[src/rtl/frame_bram_arbiter.sv]
// frame_bram_arbiter
//   Port controller for one port of the dual-port frame BRAM. Two requesters
//   share the port with round-robin arbitration. A built-in clear sequencer
//   fills every address with a programmable colour.
//
// Ports
//   clk, reset                  clock, synchronous active-high reset
//   req/we/addr/wdata{0,1}      requester transaction inputs (held until gnt)
//   gnt{0,1}                    combinational grant, high in the accept cycle
//   rvalid{0,1}, rdata          read return, two cycles after the grant
//   clear_start, clear_colour   start a full-frame fill with this colour
//   clear_busy, clear_done      fill in progress / one-cycle completion pulse
//   mem_addr/we/wdata           registered BRAM port controls
//   mem_rdata                   BRAM read data (1-cycle registered latency)
module frame_bram_arbiter #(
    parameter int N = 15,
    parameter int W = 16
) (
    input  logic         clk,
    input  logic         reset,
    input  logic         req0,
    input  logic         we0,
    input  logic [N-1:0] addr0,
    input  logic [W-1:0] wdata0,
    output logic         gnt0,
    output logic         rvalid0,
    input  logic         req1,
    input  logic         we1,
    input  logic [N-1:0] addr1,
    input  logic [W-1:0] wdata1,
    output logic         gnt1,
    output logic         rvalid1,
    output logic [W-1:0] rdata,
    input  logic         clear_start,
    input  logic [W-1:0] clear_colour,
    output logic         clear_busy,
    output logic         clear_done,
    output logic [N-1:0] mem_addr,
    output logic         mem_we,
    output logic [W-1:0] mem_wdata,
    input  logic [W-1:0] mem_rdata
);

    typedef enum logic {IDLE, CLEAR} state_t;

    state_t         state_q, state_d;
    logic [N-1:0]   mem_addr_q, mem_addr_d;
    logic           mem_we_q, mem_we_d;
    logic [W-1:0]   mem_wdata_q, mem_wdata_d;
    logic           last_q, last_d;       // index granted most recently
    logic [N-1:0]   cnt_q, cnt_d;         // next fill address to issue
    logic [W-1:0]   colour_q, colour_d;
    logic           busy_q, busy_d;
    logic           done_q, done_d;
    logic           rd0_p_q, rd0_p_d;     // read issued to BRAM this cycle
    logic           rd1_p_q, rd1_p_d;
    logic           rvalid0_q, rvalid0_d;
    logic           rvalid1_q, rvalid1_d;

    // Grants only in IDLE and never in a clear_start cycle.
    always_comb begin
        gnt0 = 1'b0;
        gnt1 = 1'b0;
        if (state_q == IDLE && !clear_start) begin
            gnt0 = req0 && (!req1 || last_q);
            gnt1 = req1 && !gnt0;
        end
    end

    always_comb begin
        state_d     = state_q;
        mem_addr_d  = mem_addr_q;
        mem_we_d    = 1'b0;
        mem_wdata_d = mem_wdata_q;
        last_d      = last_q;
        cnt_d       = cnt_q;
        colour_d    = colour_q;
        busy_d      = busy_q;
        done_d      = 1'b0;
        rd0_p_d     = gnt0 && !we0;
        rd1_p_d     = gnt1 && !we1;
        rvalid0_d   = rd0_p_q;
        rvalid1_d   = rd1_p_q;

        case (state_q)
            IDLE: begin
                if (clear_start) begin
                    state_d  = CLEAR;
                    colour_d = clear_colour;
                    cnt_d    = '0;
                    busy_d   = 1'b1;
                end else if (gnt0) begin
                    mem_addr_d  = addr0;
                    mem_we_d    = we0;
                    mem_wdata_d = wdata0;
                    last_d      = 1'b0;
                end else if (gnt1) begin
                    mem_addr_d  = addr1;
                    mem_we_d    = we1;
                    mem_wdata_d = wdata1;
                    last_d      = 1'b1;
                end
            end
            CLEAR: begin
                // The first CLEAR cycle always has mem_we_q low (no grant in
                // the clear_start cycle), so seeing the top address being
                // written means the fill has just finished.
                if (mem_we_q && mem_addr_q == '1) begin
                    state_d = IDLE;
                    busy_d  = 1'b0;
                    done_d  = 1'b1;
                end else begin
                    mem_we_d    = 1'b1;
                    mem_addr_d  = cnt_q;
                    mem_wdata_d = colour_q;
                    cnt_d       = cnt_q + 1'b1;
                end
            end
            default: state_d = IDLE;
        endcase
    end

    always_ff @(posedge clk) begin
        if (reset) begin
            state_q     <= IDLE;
            mem_addr_q  <= '0;
            mem_we_q    <= 1'b0;
            mem_wdata_q <= '0;
            last_q      <= 1'b1;
            cnt_q       <= '0;
            colour_q    <= '0;
            busy_q      <= 1'b0;
            done_q      <= 1'b0;
            rd0_p_q     <= 1'b0;
            rd1_p_q     <= 1'b0;
            rvalid0_q   <= 1'b0;
            rvalid1_q   <= 1'b0;
        end else begin
            state_q     <= state_d;
            mem_addr_q  <= mem_addr_d;
            mem_we_q    <= mem_we_d;
            mem_wdata_q <= mem_wdata_d;
            last_q      <= last_d;
            cnt_q       <= cnt_d;
            colour_q    <= colour_d;
            busy_q      <= busy_d;
            done_q      <= done_d;
            rd0_p_q     <= rd0_p_d;
            rd1_p_q     <= rd1_p_d;
            rvalid0_q   <= rvalid0_d;
            rvalid1_q   <= rvalid1_d;
        end
    end

    assign mem_addr   = mem_addr_q;
    assign mem_we     = mem_we_q;
    assign mem_wdata  = mem_wdata_q;
    assign clear_busy = busy_q;
    assign clear_done = done_q;
    assign rvalid0    = rvalid0_q;
    assign rvalid1    = rvalid1_q;
    // BRAM output is already registered; pass it through only when qualified.
    assign rdata      = (rvalid0_q || rvalid1_q) ? mem_rdata : '0;

endmodule

[config.mk]
export PLATFORM = sky130hd
export DESIGN_NAME = frame_bram_arbiter
export DESIGN_NICKNAME = d
export VERILOG_FILES = /design/src/rtl/frame_bram_arbiter.sv
export SDC_FILE = /design/constraint.sdc
export NUM_CORES = 1
export LEC_CHECK = 0
export ABC_AREA = 1
export CELL_PAD_IN_SITES_DETAIL_PLACEMENT = 1
export CELL_PAD_IN_SITES_GLOBAL_PLACEMENT = 1
export CORE_MARGIN = 3
export CORE_UTILIZATION = 38
export CTS_CLUSTER_DIAMETER = 30
export CTS_CLUSTER_SIZE = 16
export DETAILED_ROUTE_END_ITERATION = 6
export DONT_BUFFER_PORTS = 1
export MAX_ROUTING_LAYER = met4
export PLACE_DENSITY_LB_ADDON = 0.1
export SKIP_LAST_GASP = 1
export SYNTH_ARGS = -nofsm -noshare
export SYNTH_HDL_FRONTEND = slang
export SYNTH_SLANG_ARGS = --single-unit
[constraint.sdc]
create_clock -name clk -period 1.2 [get_ports clk]
set_input_delay 0.24 -clock clk [delete_from_list [all_inputs] [get_ports clk]]
set_output_delay 0.24 -clock clk [all_outputs]
set_load 0.02 [all_outputs]
# After elaboration in Yosys (flattened, before gate mapping)
# Index checks and enable logic that the tools add are counted.
[op_classes] add_sub_neg=1 n_eq_ne=6 muxes=29 n_bitwise=2 n_reduce_logical=20
[ops] op="2-to-1 mux 15 bit" n=6
[ops] op="2-to-1 mux 16 bit" n=5
[ops] op="case mux 15 bit (2 select lines)" n=2
[ops] op="case mux 16 bit (2 select lines)" n=1
[ops] op="adder 15 x 1 -> 15 bit, second input constant" n=1
[ops] op="== test 15 bit, second input constant" n=1
[ops] op="2-to-1 mux 1 bit" n=12
[ops] op="logical AND 1 bit" n=6
[ops] op="inequality test 2 bit, second input constant" n=3
[ops] op="case mux 1 bit (2 select lines)" n=3
[ops] op="AND reduction 2 bit" n=3
[ops] op="AND reduction 3 bit" n=2
[ops] op="zero test 1 bit" n=5
[ops] op="inequality test 3 bit, second input constant" n=1
[ops] op="logical OR 1 bit" n=2
[ops] op="inequality test 2 x 1 -> 1 bit, second input constant" n=1
[ops] op="NOT 1 bit" n=2
[ops] op="nonzero test 2 bit" n=1
[ops] op="OR reduction 2 bit" n=1
[word_totals] ff_bits=71 input_bits=101 out_inout_bits=54

# Depth between registers and ports, before layout
# Gate-level depths: netlist of run 1.
[depth] depth_word=10 mapped_depth=11 ltp_nobuf=11

# Worst setup path after synthesis of run 1
# OpenSTA, ideal clock, no wires.
[synth_timing] kind="register to register" start="register mem_addr_q[5] (netlist: mem_addr[5])" end="register cnt_q[0]" setup_time_ns=0.116 arrival_time_ns=1.348 required_time_ns=1.084 path_slack_ns=-0.264 path_stages_with_launch=9 period_less_slack_ns=1.464 cell_sequence="dfxtp_1 > nand2_1 > nor2_1 > nand2_1 > nor2_1 > nor2_2 > buf_2 > o21ai_0 > nor2_1"
[synth_between] elab_chain_cells=4
[synth_lines] element="from (decl)" line_no="47" source="logic [N-1:0] mem_addr_q, mem_addr_d;"
[synth_lines] element="from (signal assigned)" line_no="140" source="mem_addr_q <= mem_addr_d;"
[synth_lines] element="== test 15 bit" line_no="108" source="if (mem_we_q && mem_addr_q == '1) begin"
[synth_lines] element="logical AND 1 bit" line_no="108"
[synth_lines] element="inequality test 2 bit (no source line)"
[synth_lines] element="AND reduction 2 bit (no source line)"
[synth_lines] element="to (signal assigned)" line_no="144" source="cnt_q <= cnt_d;"
[synth_lines] element="to (decl)" line_no="51" source="logic [N-1:0] cnt_q, cnt_d;"
# No other way between the ends.
# A chain may end at the register's enable or synchronous reset.

# Worst setup path in the final report of run 1
[layout_timing] start="register state_q" end="register mem_addr_q[2] (netlist: mem_addr[2])"
[layout_between] elab_chain_cells=6 word_cells_on_any_way=11 cone_classes="3 x eq/ne; 5 x mux; 1 x bitwise; 2 x reduce/logical"
[layout_lines] element="from (decl)" line_no="46" source="state_t state_q, state_d;"
[layout_lines] element="from (signal assigned)" line_no="139" source="state_q <= state_d;"
[layout_lines] element="NOT 1 bit"
[layout_lines] element="logical AND 1 bit" line_no="64" source="if (state_q == IDLE && !clear_start) begin"
[layout_lines] element="2-to-1 mux 1 bit" line_no="64"
[layout_lines] element="2-to-1 mux 15 bit" line_no="92" source="end else if (gnt0) begin"
[layout_lines] element="2-to-1 mux 15 bit" line_no="87" source="if (clear_start) begin"
[layout_lines] element="case mux 15 bit (2 select lines)" line_no="85" source="case (state_q)"
# Parallel ways exist; a longest one is shown, timed or not. The select of a mux whose other input is x is not followed.

==> results of run 1 <==
==> layer usage <==
layer | vias up | share of wire, % | wire (µm)
met4 | 0 | 3.0 | 524
met5 | - | 0 | 0
met1 | 2298 | 38 | 6517
met3 | 46 | 7.5 | 1295
met2 | 179 | 52 | 9024
li1 | 2282 | - | -
==> worst paths after layout <==
check                           from                  endpoint  slack, ps
setup / recovery  state_q$_SDFF_PP0_  mem_addr[2]$_SDFFE_PP0P_       -360
hold / removal       clear_colour[8]  colour_q[8]$_SDFFE_PP0P_          1
setup reg to reg  state_q$_SDFF_PP0_  mem_addr[2]$_SDFFE_PP0P_       -360
hold reg to reg   rd0_p_q$_SDFF_PP0_        rvalid0$_SDFF_PP0_        410
==> sequential cells by signal, summed over array words and instances, names as in the netlist <==
signal / cells
rvalid1: 1
mem_we: 1
rd0_p_q: 1
clear_done: 1
rd1_p_q: 1
mem_addr: 15
state_q: 1
clear_busy: 1
mem_wdata: 16
cnt_q: 15
last_q: 1
rvalid0: 1
colour_q: 16
==> cell type report <==
class / instances / area [µm²]
Tap cell: 136 / 170.2
Timing Repair Buffer: 108 / 1155
Inverter: 108 / 434.2
Sequential cell: 71 / 1471
Clock buffer: 10 / 127.6
Multi-Input combinational cell: 465 / 2636
Fill cell: 1316 / 4305
Clock inverter: 6 / 70.07
==> power by group through the flow <==
stage	Clock, mW	Sequential [mW]	Combinational [mW]
final	2.01	2.68	1.49
after global placement	0	2.71	1.09
after CTS	2.00	2.67	1.35
after floorplan	0	2.75	0.711
after global routing	2.13	2.69	1.62
after detailed placement	0	2.72	1.13
==> per-stage QoR <==
step                      cell area [µm²]  power, mW  worst slack [ps]  instances  hold slack (ps)
after global placement               4828      3.805            -231.5        851            314.4
final                                6065      6.179            -362.9        904            1.478
after CTS                            5693      6.012            -292.1        895            3.669
after global routing                 6065      6.443            -399.1        904            8.052
after detailed placement             4828      3.853            -279.5        851            316.9
after floorplan                      4214      3.466            -138.8        678            316.8
==> cells in the mapped netlist, types with 2 or more instances <==
| library cell | instances | area share [%] |
|---|---|---|
| inv_2 | 3 | 0.28 |
| nor3_1 | 3 | 0.37 |
| a21boi_0 | 2 | 0.37 |
| clkinv_1 | 2 | 0.18 |
| buf_2 | 12 | 1.5 |
| nor2_2 | 2 | 0.31 |
| buf_6 | 3 | 0.83 |
| clkbuf_1 | 17 | 1.6 |
| a21oi_1 | 31 | 3.8 |
| dfxtp_1 | 71 | 35 |
| nand2_1 | 200 | 18 |
| nand3b_1 | 8 | 1.5 |
| nand4_1 | 26 | 4.0 |
| nor2_1 | 91 | 8.4 |
| xnor2_1 | 2 | 0.43 |
| nand3_1 | 68 | 8.3 |
| buf_1 | 5 | 0.46 |
| o21ai_0 | 21 | 2.6 |
| inv_1 | 103 | 9.5 |
==> repair_timing <==
| action | 4_1_cts | 5_1_grt |
|---|---|---|
| pin swaps | 28 | 18 |
| cloned | 3 | 3 |
| resized for setup | 118 | 81 |
| setup endpoints to repair | 86 | 88 |
| hold buffers | 3 | 0 |
| setup buffers | 22 | 7 |
| endpoints found under the hold margin | 35 | 0 |
==> logic make-up (layout without fill, tap and decap cells) <==
family                     count (synthesis)  after routing  synth area share, %
AOI/OAI and AO/OA                         57             57                7.574
xor gates and xnor gates                   2              2               0.4294
adders and majority gates                  1              1               0.3066
buffers and inverters                    145            232                14.26
DFF                                       71             71                34.84
and+or+nand+nor                          402            405                42.59
==> results.txt, run 1 <==
Outcome - finished, violations left
Failing checks - negative setup slack
Leakage - 3.019 nW
Logic pwr share - 24.1%
Cell family with most CP delay - simple AND/OR/NAND/NOR gates
Vias in the first global route - 4,812
Share of layout cells above drive strength 1 - 33.46%
Worst path buffer plus inverter count - 2
RePlAce Congestion - 0.8309
Switching Share - 33.64%
Cell count of the worst reg-to-reg path - 9
Routed WL per cell - 19.20 µm
Drt first-iter violations - 271
Clock Power Share - 32.6%
Pwr Density - 1019 nW/µm²
Max_cap viols - 0
Synth warnings - 0
Hold depth - 2
Fin. max-slew vios - 0
Worst-path clk slew - 90 ps
Met2 GRT Util - 49.00%
Crit-path max cell delay - 370 ps
Fin util - 58.48%
Vias per cell - 5.315
Crit Path Max Fanout - 18
CTS Buf Count - 9
IO Pins - 155
Syn_nets - 780
Die Wd - 109.6 µm
Netlist Area Pre-Place - 4080 µm²
Post-Syn Area per Cell - 6.018 µm²
Top_reg_cell synth - dfxtp_1
RSZ-0062 raised after global routing - true
Setup TNS - -15,780 ps
Grt met1 use - 31.03%
Port Buf Inserts - 0
Critical path capture point type - flop
Synth-to-Final Area Change - 48.64%
Sequential Power Share - 43.3%
Final WS setup - -362.9 ps
Rows - 37
Slowest-stage cell, CP - dfxtp_4
Crit path top cell by count - nand2_1
CTS tree - yes
Wirelength, routed - 17,360 µm
DIE AREA - 12,020 µm²
Crit path DAT - 1860 ps
Met3 Use GR - 7.164%
Worst setup path category - reg -> reg
Worst vdd ir - 0.4952 mV
Setup Skew - 14.57 ps
Worst slew pin tran - 302.0 ps
DR DRC count - 0
Startpoint types - flop
CTS Buffer Depth - 2
Internal Power - 4.100 mW
CTS Sinks - 71
Cells after synthesis - 678
Post-route minimum period - 1563 ps
Remaining Overflow, GRT - 0
Relative slew slack - 79.84%
First drt pass iteration count - 4
Most frequent cells in the layout - 173 x nand2_1, 93 x inv_1, 62 x nand3_1
Netlist cell types - 27
Critical path depth in cells - 9
Pin count of the biggest net entering global routing - 37
Starting Density - 39.35%
Hold Fails Final Rpt - 0
Die Span Y - 109.6 µm
FF+latch count, synth - 71
Worst min path class - in -> reg
Number of synthesized flops with an enable pin - 0
CTS H-tree lvls - 3
Critical Path RT - 1500 ps
Post-DP HPWL - 11,160 µm
Leading cell type in the layout, fill and taps excluded - nand2_1
Via count of the routed design - 4,805
Async SR Flop Fraction - 0%
Initial antenna violation count - 0
Critical-path cell list - nor2_8 -> nand3_4 -> buf_4 -> buf_12 -> nand2_1 -> nand3_1 -> nand2_1 -> nand2_1 -> a21oi_2
Skew-Pair Late Insertion Delay - 370 ps
GR Util All Layers - 27.92%
Tcrit/Tclk final - 130.2%
Post-layout nets - 865
# setup viols final - 86
Core area - 10,370 µm²
DRT antenna net count - 0
Sequential-to-total area share from yosys stat - 34.84%
Wire length of the first global-routing pass - 24,800 µm
# diodes - 0
Highest clock rate - 0.6399 GHz
Net Switching - 2.079 mW
Busiest grt layer - met2
Root Driver - clkbuf_8
Note: power is estimated with default switching activity, not from simulation.
==> inputs of run 2 (changes only) <==
--- a/config.mk
+++ b/config.mk
@@ -14,7 +14,6 @@
 export CTS_CLUSTER_SIZE = 16
 export DETAILED_ROUTE_END_ITERATION = 6
 export DONT_BUFFER_PORTS = 1
-export MAX_ROUTING_LAYER = met4
 export PLACE_DENSITY_LB_ADDON = 0.1
 export SKIP_LAST_GASP = 1
 export SYNTH_ARGS = -nofsm -noshare
==> run 2 against run 1 <==
Against the previous run:
- the flow still finishes with violations (negative setup slack)
- sequential power about the same
- via count up 0.65%
- first-iteration DRC count down 23%
- register-to-register slack about the same
- routed wire length up 0.45%
- sequential share of layout area unchanged
- critical path type unchanged
- largest cell class unchanged
==> results.txt, run 2 (synthesis results as in run 1) <==
Outcome - finished, violations left
Failing checks - negative setup slack
DR DRC count - 0 (unchanged)
Port Buf Inserts - 0 (unchanged)
Critical Path RT - 1500 ps (about the same)
Vias in the first global route - 4,809 (-0.062%)
Die Wd - 109.6 µm (unchanged)
Wire length of the first global-routing pass - 24,820 µm (about the same)
Share of layout cells above drive strength 1 - 33.46% (unchanged)
IO Pins - 155 (unchanged)
Reg2reg end - mem_addr[2]$_SDFFE_PP0P_
Routed WL per cell - 19.29 µm (+0.45%)
Setup TNS - -16,020 ps (-247.1 ps)
Worst reg-to-reg setup slack - -350 ps (about the same)
Crit Path Max Fanout - 18 (unchanged)
Place WS - -279.5 ps (unchanged)
Fin util - 58.48% (unchanged)
RSZ-0062 raised after global routing - true
Vias per cell - 5.350 (+0.65%)
# setup viols final - 86 (unchanged)
Max_cap viols - 0 (unchanged)
Final WS setup - -350.7 ps (+12.19 ps)
Worst path buffer plus inverter count - 2 (unchanged)
Relative slew slack - 79.07% (-0.77 points)
CTS Buffer Depth - 2 (unchanged)
Skew-Pair Late Insertion Delay - 370 ps (about the same)
Synth-to-Final Area Change - 48.64% (unchanged)
Tcrit/Tclk final - 129.2% (-1.0 points)
Crit path from - state_q$_SDFF_PP0_
Critical-path cell list - nor2_8 -> nand3_4 -> buf_4 -> buf_12 -> nand2_1 -> nand3_1 -> nand2_1 -> nand2_1 -> a21oi_2
Hold Fails Final Rpt - 0 (unchanged)
Post-route minimum period - 1551 ps (-12.19 ps)
Post-layout nets - 865 (unchanged)
RePlAce Congestion - 0.8187 (-1.5%)
Critical path capture point type - flop
Setup Skew - 14.47 ps (-0.1030 ps)
Crit path top cell by count - nand2_1
Overall Power - 6.187 mW (+0.14%)
Drt first-iter violations - 208 (-23%)
WHS - 1.589 ps (+0.1114 ps)
CTS Buf Count - 9 (unchanged)
Rows - 37 (unchanged)
Worst-path clk slew - 90 ps (about the same)
Slowest-stage cell, CP - dfxtp_4
CTS Sinks - 71 (unchanged)
Worst setup path category - reg -> reg
First drt pass iteration count - 5 (+1)
Core area - 10,370 µm² (unchanged)
Starting Density - 39.35% (unchanged)
GR Util All Layers - 27.15% (-0.77 points)
Crit path DAT - 1850 ps (about the same)
Leading cell type in the layout, fill and taps excluded - nand2_1
Die Span Y - 109.6 µm (unchanged)
FILL cells - 1,316 (unchanged)
Highest clock rate - 0.6449 GHz (+0.79%)
Worst slew pin tran - 313.5 ps (+11.47 ps)
Critical path depth in cells - 9 (unchanged)
Crit-path max cell delay - 370 ps (about the same)
Most frequent cells in the layout - 173 x nand2_1, 93 x inv_1, 62 x nand3_1
Cell family with most CP delay - simple AND/OR/NAND/NOR gates
Root Driver - clkbuf_8
Worst min path class - in -> reg
DIE AREA - 12,020 µm² (unchanged)
Wirelength, routed - 17,440 µm (+0.45%)
DRT antenna net count - 0 (unchanged)
R2R Path Start - state_q$_SDFF_PP0_
CTS H-tree lvls - 3 (unchanged)
Via count of the routed design - 4,836 (+0.65%)
Pwr Density - 1020 nW/µm² (+0.14%)
# diodes - 0 (unchanged)
Fin. max-slew vios - 0 (unchanged)
Initial antenna violation count - 0 (unchanged)
Remaining Overflow, GRT - 0 (unchanged)
Leakage - 3.019 nW (unchanged)
Startpoint types - flop
CTS tree - yes
Worst vdd ir - 0.4978 mV (+0.53%)
Cell count of the worst reg-to-reg path - 9 (unchanged)
Pin count of the biggest net entering global routing - 37 (unchanged)
Post-DP HPWL - 11,160 µm (unchanged)
Crit path to - mem_addr[2]$_SDFFE_PP0P_
[run 2: cell counts in the layout (fill, tap and decap cells not counted)]
No cell type changed its count.
[run 2: layout make-up]
class	instances	area, µm²	area share [%]
clock buffer	10	127.6	2.104
clock inverter	6	70.07	1.155
inverter	108	434.2	7.159
multi-input combinational	465	2636	43.47
sequential	71	1471	24.26
tap	136	170.2	2.806
timing repair buffer	108	1155	19.04
[run 2: worst min-delay path by stage]
stage                     from                         to  slack (ps)  depth (start not counted)
4_1_cts        clear_colour[8]   colour_q[8]$_SDFFE_PP0P_           4                          2
3_5_place_dp             reset  mem_addr[11]$_SDFFE_PP0P_         320                          1
3_3_place_gp             reset  mem_addr[11]$_SDFFE_PP0P_         310                          1
2_1_floorplan              we0         rd0_p_q$_SDFF_PP0_         320                          1
6_report       clear_colour[8]   colour_q[8]$_SDFFE_PP0P_           2                          2
5_1_grt        clear_colour[3]   colour_q[3]$_SDFFE_PP0P_           8                          2
[run 2: power breakdown]
part	total (mW)	switching [mW]	internal [mW]
combinational	1.49	0.875	0.619
sequential	2.68	0.167	2.51
clock	2.02	1.04	0.973
total	6.19	2.09	4.10
[run 2: through the flow]
step	area [µm²]	instances
floorplan	4214	678
global placement	4828	851
detailed placement	4828	851
CTS	5693	895
global route	6065	904
finish	6065	904
[run 2: layer usage]
layer | vias up | global-route usage [%] | share of wire, %
li1 | 2283 | - | -
met3 | 43 | 7.340 | 6.9
met2 | 175 | 49.17 | 52
met4 | 0 | 8.727 | 2.6
met1 | 2335 | 30.77 | 38
met5 | - | 0 | 0
[run 2: repair_timing]
action / 4_1_cts / 5_1_grt
hold endpoints to repair: 35 / 0
hold buffers: 3 / 0
endpoints found under the setup margin: 86 / 88
setup buffers: 22 / 7
gates resized for setup: 118 / 81
cloned: 3 / 3
pin swaps: 28 / 18
[run 2: worst register-to-register path, delay by kind of cell (launching register included)]
family | cells | cell delay [ps]
AND/OR/NAND/NOR | 6 | 680
flip-flops | 1 | 370
buffers and inverters | 2 | 330
AO/OA/AOI/OAI | 1 | 120
==> inputs of run 3 (changes only) <==
--- a/config.mk
+++ b/config.mk
@@ -11,10 +11,10 @@
 export CORE_MARGIN = 3
 export CORE_UTILIZATION = 38
 export CTS_CLUSTER_DIAMETER = 30
-export CTS_CLUSTER_SIZE = 16
 export DETAILED_ROUTE_END_ITERATION = 6
 export DONT_BUFFER_PORTS = 1
 export PLACE_DENSITY_LB_ADDON = 0.1
+export SETUP_SLACK_MARGIN = 0.3
 export SKIP_LAST_GASP = 1
 export SYNTH_ARGS = -nofsm -noshare
 export SYNTH_HDL_FRONTEND = slang
==> run 3 against run 2 <==
Against the previous run:
- the run ends with negative hold slack, negative setup slack left
- power increased by 5.4%
- critical path depth decreased by 1
- worst hold slack got worse by 80 ps
- register-to-register slack got worse by 50 ps
- non-clock buffer count grew 10
- first-iteration DRC count rose by 83%
- clock skew barely moved
- largest cell class unchanged
==> results.txt, run 3 (synthesis results as in run 1) <==
Startpoint types - flop
CTS tree - yes
Max_cap viols - 0 (unchanged)
Leakage - 2.994 nW (-0.81%)
RePlAce Congestion - 0.8396 (+2.6%)
Share of layout cells above drive strength 1 - 39.74% (+6.3 points)
CTS H-tree lvls - 3 (unchanged)
RSZ-0062 raised after global routing - true
Via count of the routed design - 5,056 (+4.5%)
Failing checks - negative hold slack, negative setup slack
CTS Buffer Depth - 2 (unchanged)
Critical Path RT - 1500 ps (about the same)
Worst min path class - in -> reg
Internal Power - 4.260 mW (+3.9%)
Drt first-iter violations - 381 (+83%)
Wirelength, routed - 19,510 µm (+12%)
Crit path DAT - 1900 ps (+50 ps)
CTS Sinks - 71 (unchanged)
Area after DPL - 4902 µm² (+1.5%)
Pin count of the biggest net entering global routing - 37 (unchanged)
GR Util All Layers - 29.26% (+2.1 points)
# diodes - 0 (unchanged)
Post-route cell area - 6377 µm² (+5.2%)
Wire length of the first global-routing pass - 26,700 µm (+7.6%)
Skew-Pair Late Insertion Delay - 380 ps (about the same)
Sequential cell area - 1536 µm² (+4.4%)
DRT antenna net count - 0 (unchanged)
Port Buf Inserts - 0 (unchanged)
IO Pins - 155 (unchanged)
WHS - -78.64 ps (-80.23 ps)
DIE AREA - 12,020 µm² (unchanged)
Clock Power Share - 31.8% (-0.8 points)
Relative slew slack - 67.09% (-12 points)
Crit Path Max Fanout - 7 (-11)
Remaining Overflow, GRT - 0 (unchanged)
Worst setup path category - reg -> reg
Die Wd - 109.6 µm (unchanged)
Worst vdd ir - 0.7811 mV (+57%)
Post-DP HPWL - 10,710 µm (-4.1%)
Outcome - finished, violations left
Root Driver - clkbuf_8
Final std cells w/o fill - 911 (+0.77%)
Logic pwr share - 26.9% (+2.8 points)
Tcrit/Tclk final - 133.1% (+3.9 points)
FILL cells - 1,306 (-0.76%)
Initial antenna violation count - 0 (unchanged)
DR DRC count - 0 (unchanged)
Vias per cell - 5.550 (+3.7%)
Final WS setup - -397.3 ps (-46.68 ps)
Starting Density - 39.35% (unchanged)
Switching Share - 34.65% (+0.92 points)
Fin util - 61.50% (+3.0 points)
Hold depth - 1 (-1)
Die Span Y - 109.6 µm (unchanged)
Synth-to-Final Area Change - 56.30%
CTS Buf Count - 9 (unchanged)
Net Switching - 2.259 mW (+8.2%)
Critical path capture point type - flop
Highest clock rate - 0.6260 GHz (-2.9%)
Post-route minimum period - 1597 ps (+46.68 ps)
Routed WL per cell - 21.42 µm (+11%)
Setup Skew - 14.03 ps (-0.4387 ps)
Vias in the first global route - 5,097 (+6.0%)
Area of the multi-input gates - 2645 µm² (+0.33%)
Hold Buf Count CTS - 11 (+8)
Hold Fails Final Rpt - 35 (+35)
Cell count of the worst reg-to-reg path - 8 (-1)
# setup viols final - 86 (unchanged)
Overall Power - 6.519 mW (+5.4%)
Rows - 37 (unchanged)
Sequential Power Share - 41.3% (-1.9 points)
Fin. max-slew vios - 0 (unchanged)
Worst-path clk slew - 90 ps (about the same)
Worst slew pin tran - 493.6 ps (+180.1 ps)
Most frequent cells in the layout - 157 x nand2_1, 94 x inv_1, 62 x nor2_1
Post-Place Cells - 848 (-0.35%)
Core area - 10,370 µm² (unchanged)
Leading cell type in the layout, fill and taps excluded - nand2_1
Pwr Density - 1022 nW/µm² (+0.19%)
Post-layout nets - 872 (+0.81%)
First drt pass iteration count - 5 (unchanged)
[run 3: changes by cell type in the layout (fill, tap and decap cells not counted), sizes merged]
cell	change
inv	+2
clkinv	-1
nor2	-3
dlygate4sd3	+9
[run 3: critical path, stage by stage, from the launching register on]
cell and delay [ps]:
dfxtp_4 360, nand2_1 80, nor2_2 130, nand2_2 120, o21ai_4 190, buf_12 150, buf_4 160, nand3_1 110
a21oi_1 210
[run 3: power groups by stage]
stage / Sequential (mW) / Combinational, mW / Clock, mW
2_1_floorplan: 2.75 / 0.747 / 0
3_3_place_gp: 2.71 / 1.12 / 0
3_5_place_dp: 2.72 / 1.16 / 0
4_1_cts: 2.69 / 1.47 / 2.07
5_1_grt: 2.71 / 1.87 / 2.24
6_report: 2.69 / 1.75 / 2.07
[run 3: worst paths after layout]
| path | startpoint | endpoint | slack [ps] |
|---|---|---|---|
| setup / recovery | mem_addr[13]$_SDFFE_PP0P_ | mem_addr[7]$_SDFFE_PP0P_ | -400 |
| hold / removal | reset | cnt_q[1]$_SDFFE_PP0P_ | -80 |
| setup reg to reg | mem_addr[13]$_SDFFE_PP0P_ | mem_addr[7]$_SDFFE_PP0P_ | -400 |
| hold reg to reg | rd0_p_q$_SDFF_PP0_ | rvalid0$_SDFF_PP0_ | 420 |
[run 3: layer usage]
metal	part of all wire (%)	routed length [µm]	GRT usage [%]
met1	39	7560	34.84
met5	0	0	0
met3	6.6	1292	6.812
met2	51	9940	51.00
met4	3.7	718	10.95
[run 3: metrics by stage]
step | setup TNS, ps | setup WS, ps
after detailed placement | -15120 | -377.8
after global routing | -27660 | -482.1
after global placement | -10900 | -293.9
after floorplan | -5620 | -138.8
after CTS | -16600 | -293.9
final | -22370 | -397.3
[run 3: final cells by class]
cell class | count | area share, %
clock buffer | 9 | 1.942
timing repair buffer | 118 | 21.72
sequential | 71 | 24.09
tap | 136 | 2.668
multi-input combinational | 462 | 41.48
inverter | 108 | 6.867
clock inverter | 7 | 1.236
[run 3: repair_timing]
action                     CTS  global route
gates resized for setup    165            75
setup endpoints to repair  123           123
setup buffers               22             6
pin swaps                   47            38
gates cloned                 5             3
hold endpoints to repair    44            35
==> variant 1: new RTL, settings of run 1 <==
The parameter `W` goes from 16 to 32.
--- a/src/rtl/frame_bram_arbiter.sv
+++ b/src/rtl/frame_bram_arbiter.sv
@@ -16,3 +16,3 @@
     parameter int N = 15,
-    parameter int W = 16
+    parameter int W = 32
 ) (
Ports: changed (6 resized); port bits go from 155 to 251. The function was not compared with the original's and may differ.
==> variant 1 against run 1 <==
  * The flow still finishes with violations (setup timing)
  * Sequential cell count is 32 higher
  * Worst hold slack better by 0.0069 ns
  * Non-clock buffer count is 32 higher
  * Design area is 44% higher
  * Synthesized area is 48% higher
  * Wire length is 36% higher
  * Worst setup slack better by 0.029 ns
  * Total power is 57% higher
  * Critical path type is now register to output pin
==> variant 1: results <==
group,metric,value,unit
run_status,outcome,"finished, violations left",
run_status,failed_checks,"setup timing",
cells_and_area,fillers,1969,
clock_network,root_buffer,"clkbuf_16",
placed_design,gp_congestion,0.8127,
cells_and_area,clock_area_share,3.487,%
global_routing,met1_usage,31.19,%
yosys,synthXorXnorAreaFrac,0.2906,%
sta,setup_slack,-0.3342,ns
cells_and_area,n_all_inverters,158,
yosys,ys_seq_area_share,34.21,%
global_routing,grt_pass1_wl,35420,um
global_routing,grt_max_degree,48,
yosys,synth_area,0.006027,mm2
routing,wire_per_inst,17.85,um
power_and_ir_drop,comb_power,0.00255,W
power_and_ir_drop,vdd_drop_max,0.5942,mV
routing,vias,6556,
sta,tns,-29.11,ns
cells_and_area,buf_share,20.15,%
cells_and_area,postLayoutCoreUtil,56.72,%
routing,routed_wirelength,23670,um
cells_and_area,layout-drive-gt1-share,28.07,%
yosys,synthTopCellsByCount,"300 x nand2_1, 217 x nor2_1, 155 x inv_1",
clock_network,post_cts_resized,71,
yosys,synthDistinctLibCells,31,
global_routing,track_usage,25.99,%
worst_setup_path,critPathTopFamily,"buffers and inverters",
clock_network,post_cts_buffers,25,
cells_and_area,n_all_buffers,140,
yosys,synth-seq-cells,103,
sta,setup_viol,133,
power_and_ir_drop,p_leak,4.323,nW
routing,drt-initial-drc-count,277,
cells_and_area,sh_seq_area,24.41,%
power_and_ir_drop,p_switching,0.003146,W
global_routing,met2_usage,43.90,%
yosys,netlist_instances,1017,
clock_network,clk_pin_slew,0.07,ns
[variant 1: cell types whose count changed after synthesis, moves of 5 or more]
cell / run 1 / this run
a21oi_1: 31 / 13
nand2_1: 200 / 300
nand3_1: 68 / 60
nor2_1: 91 / 217
buf_6: 3 / 8
buf_2: 12 / 22
o21ai_0: 21 / 39
dfxtp_1: 71 / 103
inv_1: 103 / 155
nand4_1: 26 / 3
nand3b_1: 8 / 47
[variant 1: worst paths after layout]
path / from / endpoint / slack, ns / cells after the start
max reg2reg: mem_addr[14] / mem_wdata[14] / -0.31 / 10
min reg2reg: rd0_p_q / rvalid0 / 0.40 / 2
max: state_q / gnt1 / -0.33 / 6
min: clear_colour[8] / colour_q[8] / 0.008 / 2
[variant 1: layer usage]
| metal | share of wire [%] | vias to the layer above | routed length, um |
|---|---|---|---|
| met5 | 0 | - | 0 |
| met4 | 2.2 | 0 | 526 |
| met3 | 5.4 | 35 | 1287 |
| met2 | 50 | 193 | 11950 |
| met1 | 42 | 3098 | 9910 |
| li1 | - | 3230 | - |
==> variant 2: new RTL, flow settings as in run 1 <==
Made on the original files. Make the reset (`reset`) asynchronous in one clocked block. Comments in the files are not updated.
--- a/src/rtl/frame_bram_arbiter.sv
+++ b/src/rtl/frame_bram_arbiter.sv
@@ -122,3 +122,3 @@
 
-    always_ff @(posedge clk) begin
+    always_ff @(posedge clk or posedge reset) begin
         if (reset) begin
Behaviour: differs if reset is asserted again (counterexample within 4 cycles, from zero or initial values and one cycle with reset high); with reset held inactive, the same outputs for 10 cycles.
==> variant 2 against run 1 <==
  * The flow still finishes with violations (setup timing)
  * Synthesized area up 5.9%
  * Design area up 5.6%
  * Worst setup slack worse by 0.068 ns
  * Wire length up 2.2%
  * First-iteration DRC count down 23%
  * Sequential share of layout area up 3.9 points
  * Sequential cell count unchanged
Power is not compared: it rests on default switching activity, and its combinational part moved more than twofold at a synthesized area within 25%.
==> variant 2: results <==
group,metric,value,unit
run_status,outcome,"finished, violations left",
run_status,failed_checks,"setup timing",
placed_design,placed_cells,800,
yosys,netlist_instances,616,
global_routing,grt_pass1_vias,4851,
placed_design,io_buffers,0,
worst_setup_path,slowest_delay,0.53,ns
worst_setup_path,cp_slowest_cell,"dfstp_2",
global_routing,grt_pass1_wl,25900,um
routing,vias,4664,
clock_network,htreeDepth,3,
cells_and_area,layout-drive-gt1-share,38.01,%
power_and_ir_drop,comb_power,0.00490,W
sta,tns,-24.44,ns
placed_design,dpl_cell_area,0.005066,mm2
yosys,ys.flop_type,"dfrtp_1",
worst_setup_path,reg2reg_from,"last_q",
yosys,synthXorXnorAreaFrac,0.4056,%
cells_and_area,finalNetCount,811,
routing,via_per_inst,5.468,
worst_hold_path,hold_path.startpoint,"we0",
global_routing,track_usage,26.83,%
worst_hold_path,hold-path-endpoint,"mem_we",
clock_network,clk_pin_slew,0.06,ns
worst_setup_path,critical_path.max_fanout,4,
routing,drt-initial-drc-count,209,
yosys,ys_seq_area_share,41.16,%
clock_network,root_buffer,"clkbuf_16",
worst_setup_path,crit_end,"gnt1",
sta,setup_viol,92,
yosys,synth_nets,718,
clock_network,clk_latency,0.34,ns
yosys,synthAdderAreaFrac,0.2897,%
worst_setup_path,critPathArrivalTime,1.39,ns
yosys,synthTopCellsByArea,"dfrtp_1 41%, nand2_1 19%, nand3_1 11%",
worst_setup_path,reg2reg_depth,11,
placed_design,gp_congestion,0.8046,
sta,finClkSkew,0.005930,ns
worst_setup_path,crit_type,"register to output pin",
yosys,synthDistinctLibCells,28,
sta,slew-limit-headroom,72.70,%
placed_design,place_ws,-0.4917,ns
sta,hold-worst-slack,0.03130,ns
routing,wire_per_inst,20.81,um
yosys,synth_compound_area_share,1.188,%
sta,setup_slack,-0.4311,ns
global_routing,grt_max_degree,72,
placed_design,dp_hpwl,10730,um
worst_setup_path,critPathTopFamily,"flip-flops",
yosys,async_reset_ff_share,100.0,%
yosys,synthTopCellsByCount,"216 x nand2_1, 93 x nand3_1, 91 x inv_1",
## variant 2: what timing repair did
| action | 4_1_cts | 5_1_grt |
|---|---|---|
| endpoints found under the setup margin | 87 | 88 |
| cloned | 5 | 2 |
| pin swaps | 15 | 36 |
| endpoints found under the hold margin | 72 | 0 |
| hold buffers | 3 | 0 |
| resized for setup | 75 | 96 |
| buffers inserted | 24 | 16 |
## variant 2: final cells by class
| cell class | instances | area [um2] | share of cell area, % |
|---|---|---|---|
| Tap cell | 140 | 175.2 | 2.734 |
| Clock buffer | 11 | 242.7 | 3.789 |
| Inverter | 93 | 370.4 | 5.781 |
| Multi-Input combinational cell | 416 | 2469 | 38.54 |
| Timing Repair Buffer | 118 | 1277 | 19.94 |
| Clock inverter | 4 | 70.07 | 1.094 |
| Sequential cell | 71 | 1802 | 28.13 |
## variant 2: per-layer routing
layer / wire length (um) / global-route usage, %
met5: 0 / -
met4: 461 / 8.494
met3: 1004 / 5.283
met2: 8906 / 44.63
met1: 7375 / 32.90
